<file path="config.mk">
export PLATFORM = sky130hd
export DESIGN_NAME = address_gen_nd
export DESIGN_NICKNAME = d
export VERILOG_FILES = /design/src/rtl/address_gen_pkg.sv /design/src/rtl/address_gen_level.sv /design/src/rtl/address_gen_nd.sv
export SDC_FILE = /design/constraint.sdc
export NUM_CORES = 1
export LEC_CHECK = 0
export CORE_MARGIN = 2
export CORE_UTILIZATION = 40
export CTS_CLUSTER_SIZE = 16
export DETAILED_ROUTE_END_ITERATION = 8
export DONT_BUFFER_PORTS = 1
export GPL_ROUTABILITY_DRIVEN = 0
export PLACE_DENSITY = 0.56
export SYNTH_ARGS = -nofsm -noshare
export SYNTH_HDL_FRONTEND = slang
export SYNTH_HIERARCHICAL = 1
export SYNTH_SLANG_ARGS = --single-unit
</file>
<file path="constraint.sdc">
create_clock -name clk_i -period 4.8 [get_ports clk_i]
set_input_delay 0.48 -clock clk_i [delete_from_list [all_inputs] [get_ports clk_i]]
set_output_delay 0.48 -clock clk_i [all_outputs]
set_load 0.03 [all_outputs]
</file>
<file path="src/rtl/address_gen_pkg.sv">
// rtl/address_gen_pkg.sv - shared helpers for the N-dimensional address generator
package address_gen_pkg;

  // Upper bound on loop levels supported by the level priority encoder.
  localparam int MAX_DIMS = 32;

  // Byte-offset shift that turns a word stride into a byte stride.
  function automatic int offset_w(input int data_w);
    if (data_w <= 8) return 0;
    return $clog2(data_w / 8);
  endfunction

  // Index of the lowest clear bit, or MAX_DIMS when every bit is set.
  // Callers pad unused upper bits with ones so they never win.
  function automatic int first_clear(input logic [MAX_DIMS-1:0] v);
    int idx;
    idx = MAX_DIMS;
    for (int i = MAX_DIMS - 1; i >= 0; i--) begin
      if (!v[i]) idx = i;
    end
    return idx;
  endfunction

endpackage

</file>
<file path="src/rtl/address_gen_level.sv">
// rtl/address_gen_level.sv - one loop level: trip counter, base register and terminal compare
module address_gen_level #(
  parameter int ADDR_W = 10,
  parameter int CNT_W  = 10
) (
  input  logic              clk_i,
  input  logic              rst_i,
  input  logic              clear_i,
  input  logic [ADDR_W-1:0] base_init_i,
  input  logic              inc_i,
  input  logic              zero_i,
  input  logic              load_i,
  input  logic [ADDR_W-1:0] base_load_i,
  input  logic [CNT_W-1:0]  count_i,
  output logic [CNT_W-1:0]  cnt_o,
  output logic [ADDR_W-1:0] base_o,
  output logic              term_o
);

  logic [CNT_W-1:0]  cnt_q, cnt_d;
  logic [ADDR_W-1:0] base_q, base_d;
  logic [CNT_W:0]    cnt_inc;

  // Widened increment so the terminal compare cannot alias on counter wrap.
  assign cnt_inc = {1'b0, cnt_q} + {{CNT_W{1'b0}}, 1'b1};
  assign term_o  = (cnt_inc == {1'b0, count_i}) || (count_i == '0);
  assign cnt_o   = cnt_q;
  assign base_o  = base_q;

  // Next state: a new run reinitialises, otherwise step/clear/reload as told by the top.
  always_comb begin
    cnt_d  = cnt_q;
    base_d = base_q;
    if (clear_i) begin
      cnt_d  = '0;
      base_d = base_init_i;
    end else begin
      if (inc_i)       cnt_d = cnt_inc[CNT_W-1:0];
      else if (zero_i) cnt_d = '0;
      if (load_i)      base_d = base_load_i;
    end
  end

  // State register with synchronous active-low reset.
  always_ff @(posedge clk_i) begin
    if (!rst_i) begin
      cnt_q  <= '0;
      base_q <= '0;
    end else begin
      cnt_q  <= cnt_d;
      base_q <= base_d;
    end
  end

endmodule

</file>
<file path="src/rtl/address_gen_nd.sv">
// rtl/address_gen_nd.sv - N-dimensional address generator with duty, delay and per-level last flags
module address_gen_nd
  import address_gen_pkg::*;
#(
  parameter int ADDR_W  = 10,
  parameter int CNT_W   = 10,
  parameter int DELAY_W = 7,
  parameter int DATA_W  = 8,
  parameter int DIMS    = 4
) (
  input  logic                   clk_i,
  input  logic                   rst_i,
  input  logic                   run_i,
  input  logic                   abort_i,
  input  logic [ADDR_W-1:0]      start_i,
  input  logic [CNT_W-1:0]       duty_i,
  input  logic [DIMS*CNT_W-1:0]  count_i,
  input  logic [DIMS*ADDR_W-1:0] stride_i,
  input  logic [DELAY_W-1:0]     delay_i,
  output logic                   valid_o,
  input  logic                   ready_i,
  output logic [ADDR_W-1:0]      addr_o,
  output logic                   store_o,
  output logic [DIMS-1:0]        last_o,
  output logic                   done_o
);

  localparam int OFF = offset_w(DATA_W);

  logic [ADDR_W-1:0]      addr_q, addr_d;
  logic                   valid_q, valid_d;
  logic                   done_q, done_d;
  logic [DELAY_W-1:0]     delay_q, delay_d;
  logic [CNT_W-1:0]       duty_q, duty_d;
  logic [DIMS*CNT_W-1:0]  count_q, count_d;
  logic [DIMS*ADDR_W-1:0] stride_q, stride_d;

  logic [ADDR_W-1:0] start_sh;
  logic [ADDR_W-1:0] stride_sh [DIMS];
  logic [ADDR_W-1:0] base [DIMS];
  logic [CNT_W-1:0]  cnt [DIMS];
  logic [DIMS-1:0]   term;
  logic [MAX_DIMS-1:0] term_pad;
  logic [DIMS-1:0]   lvl_inc, lvl_zero, lvl_load;
  logic [ADDR_W-1:0] next_base;
  logic              adv, found;
  int                lvl;

  assign start_sh = start_i << OFF;

  for (genvar k = 0; k < DIMS; k++) begin : g_level
    assign stride_sh[k] = stride_q[k*ADDR_W +: ADDR_W] << OFF;

    address_gen_level #(
      .ADDR_W (ADDR_W),
      .CNT_W  (CNT_W)
    ) u_level (
      .clk_i       (clk_i),
      .rst_i       (rst_i),
      .clear_i     (run_i),
      .base_init_i (start_sh),
      .inc_i       (lvl_inc[k]),
      .zero_i      (lvl_zero[k]),
      .load_i      (lvl_load[k]),
      .base_load_i (next_base),
      .count_i     (count_q[k*CNT_W +: CNT_W]),
      .cnt_o       (cnt[k]),
      .base_o      (base[k]),
      .term_o      (term[k])
    );

    if (k == 0) begin : g_last0
      assign last_o[k] = term[k];
    end else begin : g_lastk
      assign last_o[k] = last_o[k-1] & term[k];
    end
  end

  assign valid_o = valid_q;
  assign addr_o  = addr_q;
  assign done_o  = done_q;
  assign store_o = cnt[0] < duty_q;

  // A handshake only advances when no run/abort/delay has priority this edge.
  assign adv = valid_q && ready_i && !run_i && !abort_i && (delay_q == '0);

  // Pick the advancing level and derive per-level counter/base controls.
  always_comb begin
    term_pad             = '1;
    term_pad[DIMS-1:0]   = term;
    lvl                  = first_clear(term_pad);
    found                = (lvl < DIMS);
    next_base            = '0;
    lvl_inc              = '0;
    lvl_zero             = '0;
    lvl_load             = '0;
    for (int k = 0; k < DIMS; k++) begin
      if (k == lvl) next_base = base[k] + stride_sh[k];
      lvl_inc[k]  = adv && (k == lvl);
      lvl_zero[k] = adv && found && (k < lvl);
      lvl_load[k] = adv && found && (lvl != 0) && (k <= lvl);
    end
  end

  // Control next state: run > abort > delay countdown > handshake advance.
  always_comb begin
    addr_d   = addr_q;
    valid_d  = valid_q;
    done_d   = done_q;
    delay_d  = delay_q;
    duty_d   = duty_q;
    count_d  = count_q;
    stride_d = stride_q;
    if (run_i) begin
      duty_d   = duty_i;
      count_d  = count_i;
      stride_d = stride_i;
      addr_d   = start_sh;
      done_d   = 1'b0;
      delay_d  = delay_i;
      valid_d  = (delay_i == '0);
    end else if (abort_i) begin
      // Clearing the delay keeps a pending countdown from raising valid later.
      valid_d = 1'b0;
      done_d  = 1'b1;
      delay_d = '0;
    end else if (delay_q != '0) begin
      delay_d = delay_q - DELAY_W'(1);
      valid_d = (delay_q == DELAY_W'(1));
    end else if (adv) begin
      if (lvl == 0) begin
        if (cnt[0] < duty_q) addr_d = addr_q + stride_sh[0];
      end else if (found) begin
        addr_d = next_base;
      end else begin
        valid_d = 1'b0;
        done_d  = 1'b1;
      end
    end
  end

  // Control and shadow-config registers with synchronous active-low reset.
  always_ff @(posedge clk_i) begin
    if (!rst_i) begin
      addr_q   <= '0;
      valid_q  <= 1'b0;
      done_q   <= 1'b1;
      delay_q  <= '0;
      duty_q   <= '0;
      count_q  <= '0;
      stride_q <= '0;
    end else begin
      addr_q   <= addr_d;
      valid_q  <= valid_d;
      done_q   <= done_d;
      delay_q  <= delay_d;
      duty_q   <= duty_d;
      count_q  <= count_d;
      stride_q <= stride_d;
    end
  end

endmodule

</file>
==> results.tsv <==
metric	value	unit
place_hpwl	23800	um
detail_route.iter0.violations	615	
synth_top_area_cell	dfxtp_1	
worst_slack	0.498	ns
start_kind	register	
detail_route.wl_per_cell	18.3	um
post_drt_via_cell_ratio	5.47	
async_flop_share	0	
grt_pass1_vias	9060	
syn_area	11800	sq um
period_minus_slack	4.30	ns
cts_hold_buf	0	
finClkSkew	0.0110	ns
synth_edf_count	0	
report.final.slew_viol_count	0	
area_growth_syn_to_layout	6.84	%
antenna_cells	0	
grtUsageTotal	0.213	
grt_max_degree	198	
synth_cell_types	77	
clock_sinks	189	
worstSetupPathType	register to register	
routed_wl	32400	um
dp_slack	0.578	ns
cts_resized	0	
synth.yosys.seq_area_share	0.320	
cts_buffers	17	
post_dp_cell_area	12100	sq um
reg2reg_slack	0.50	ns
holdPathStages	1	
worst_ep_arrival_time	4.69	ns
fp.dieH	176	um
firstDrtPassIters	6	
setup_viol	0	
std_cell_rows	62	
power_density	290	nW/um^2
max_freq	232	MHz
clock_latency	0.45	ns
end_kind	register	
path_max_fanout	12	
run_status	completed	
portBuffers	0	
initial_core_util	0.409	
vias	9673	
peakVddDrop	258	uV
p_leak	5.06	nW
drive_above_1_share	0.0556	
clkTransAtPathRegs	0.07	ns
final_util	0.437	
die-area	30900	sq um
ys_ff_latch	189	
crit_required	5.19	ns
antenna_found_initial	0	
r2r_cells	14	
maxSlewHeadroom	0.168	
htree_levels	4	
worst_pin_slew	1.23	ns
regArea	3780	sq um
die_w	176	um
maxCapViolations	0	
synth_area_leaders	dfxtp_1 (32%), mux2i_1 (12%), ha_1 (6.5%), nor2_1 (6.0%), o21ai_0 (4.0%)	
cts.path.max_buffers	2	
synthDominantCellAreaShare	0.320	
synth_area_per_cell	8.39	sq um
tns	0	ns
antenna_left	0	
final_nets	1551	
final_common_cell	dfxtp_1	
grt_pass1_wl	51600	um
cts_root_buf	clkbuf_16	
core	28900	sq um
synthFlopType	dfxtp_1	
multiInputGateArea	7520	sq um
drc	0	
netlist_instances	1408	
layout_common_cells	dfxtp_1 (189), nor2_1 (188), mux2i_1 (139)	
ios	129	
cts_tree	yes	
overflow	0	
hold_class	input pin to register	
period_share	0.896	
finalInstanceArea	12600	sq um
num-fill-cells	2919	
yosys_warnings	6	
hold_viol_final	0	
cts_setup_buffers	0	
rsz0062_at_grt	no	
==> final timing paths <==
check                                            startpoint                           end
worst max-delay path            g_level[1].u_level/cnt_o[0]  g_level[1].u_level/base_o[6]
worst min-delay path                                  rst_i                        done_o
worst max register to register  g_level[1].u_level/cnt_o[0]  g_level[1].u_level/base_o[6]
worst min register to register                    duty_q[7]                     duty_q[7]
==> cell type report <==
cell class,count,area share
Tap cell,384,0.0381
Multi-Input combinational cell,1112,0.596
Timing Repair Buffer,17,0.0101
Sequential cell,189,0.300
Clock buffer,23,0.0379
Clock inverter,8,0.00664
Inverter,36,0.0110
==> per-stage QoR <==
| stage | cells | power (W) | hold WS, ns |
|---|---|---|---|
| global placement | 1738 | 0.00229 | 0.480 |
| global route | 1769 | 0.00384 | 0.113 |
| finish | 1769 | 0.00365 | 0.151 |
| detailed placement | 1738 | 0.00230 | 0.483 |
| floorplan | 1410 | 0.00217 | 0.460 |
| CTS | 1769 | 0.00370 | 0.101 |
==> registers in the layout, indices dropped and copies added, names as in the netlist <==
signal and count:
addr_o 10, count_q 40, delay_q 7, done_o 1, duty_q 10, g_level.u_level/base_o 40
g_level.u_level/cnt_o 40, stride_q 40, valid_o 1
==> report_power, final <==
group	switching [W]	internal (W)	total (W)
Clock	0.000631	0.000757	0.00139
Sequential	0.0000838	0.00164	0.00173
Combinational	0.000312	0.000230	0.000541
==> Yosys cell counts (all sizes together) (11+ instances only) <==
cell	n
a21oi	74
and2	42
or2	11
o21a	13
ha	61
nand3b	11
nand2b	13
nor4	18
a211oi	15
buf	27
nand2	96
clkbuf	46
nor2	188
xnor2	46
inv	33
and3	13
mux2i	139
dfxtp	189
nor3	35
nand3	28
a21o	28
xor2	39
o21ai	98
==> cell families after synthesis <==
family / share of synthesized area
DFF: 0.320
AOI/OAI and AO/OA: 0.165
and+or+nand+nor: 0.216
xor gates and xnor gates: 0.0631
buffers and inverters: 0.0438
muxes: 0.119
other: 0.000318
adders and majority gates: 0.0731
==> per-layer routing <==
metal	up-vias	global-route usage	share of wire
met5	-	0	0
met4	0	0.0751	0.025
met3	33	0.0403	0.054
met2	226	0.335	0.45
met1	4471	0.292	0.47
li1	4943	-	-
==> worst max-delay path: stages, from the launching register on <==
cell       delay [ns]
dfxtp_1          0.44
ha_1             0.32
nand3_2          0.21
nor4_1           0.34
o21a_1           0.17
o2111ai_1        0.11
o21ai_1          0.37
inv_1            0.28
or3_1            0.51
nor2_1           0.24
a21oi_1          0.06
a21boi_0         0.68
mux2i_1          0.16
o21ai_0          0.21
and2_1           0.14
Note: power is estimated with default switching activity, not from simulation.
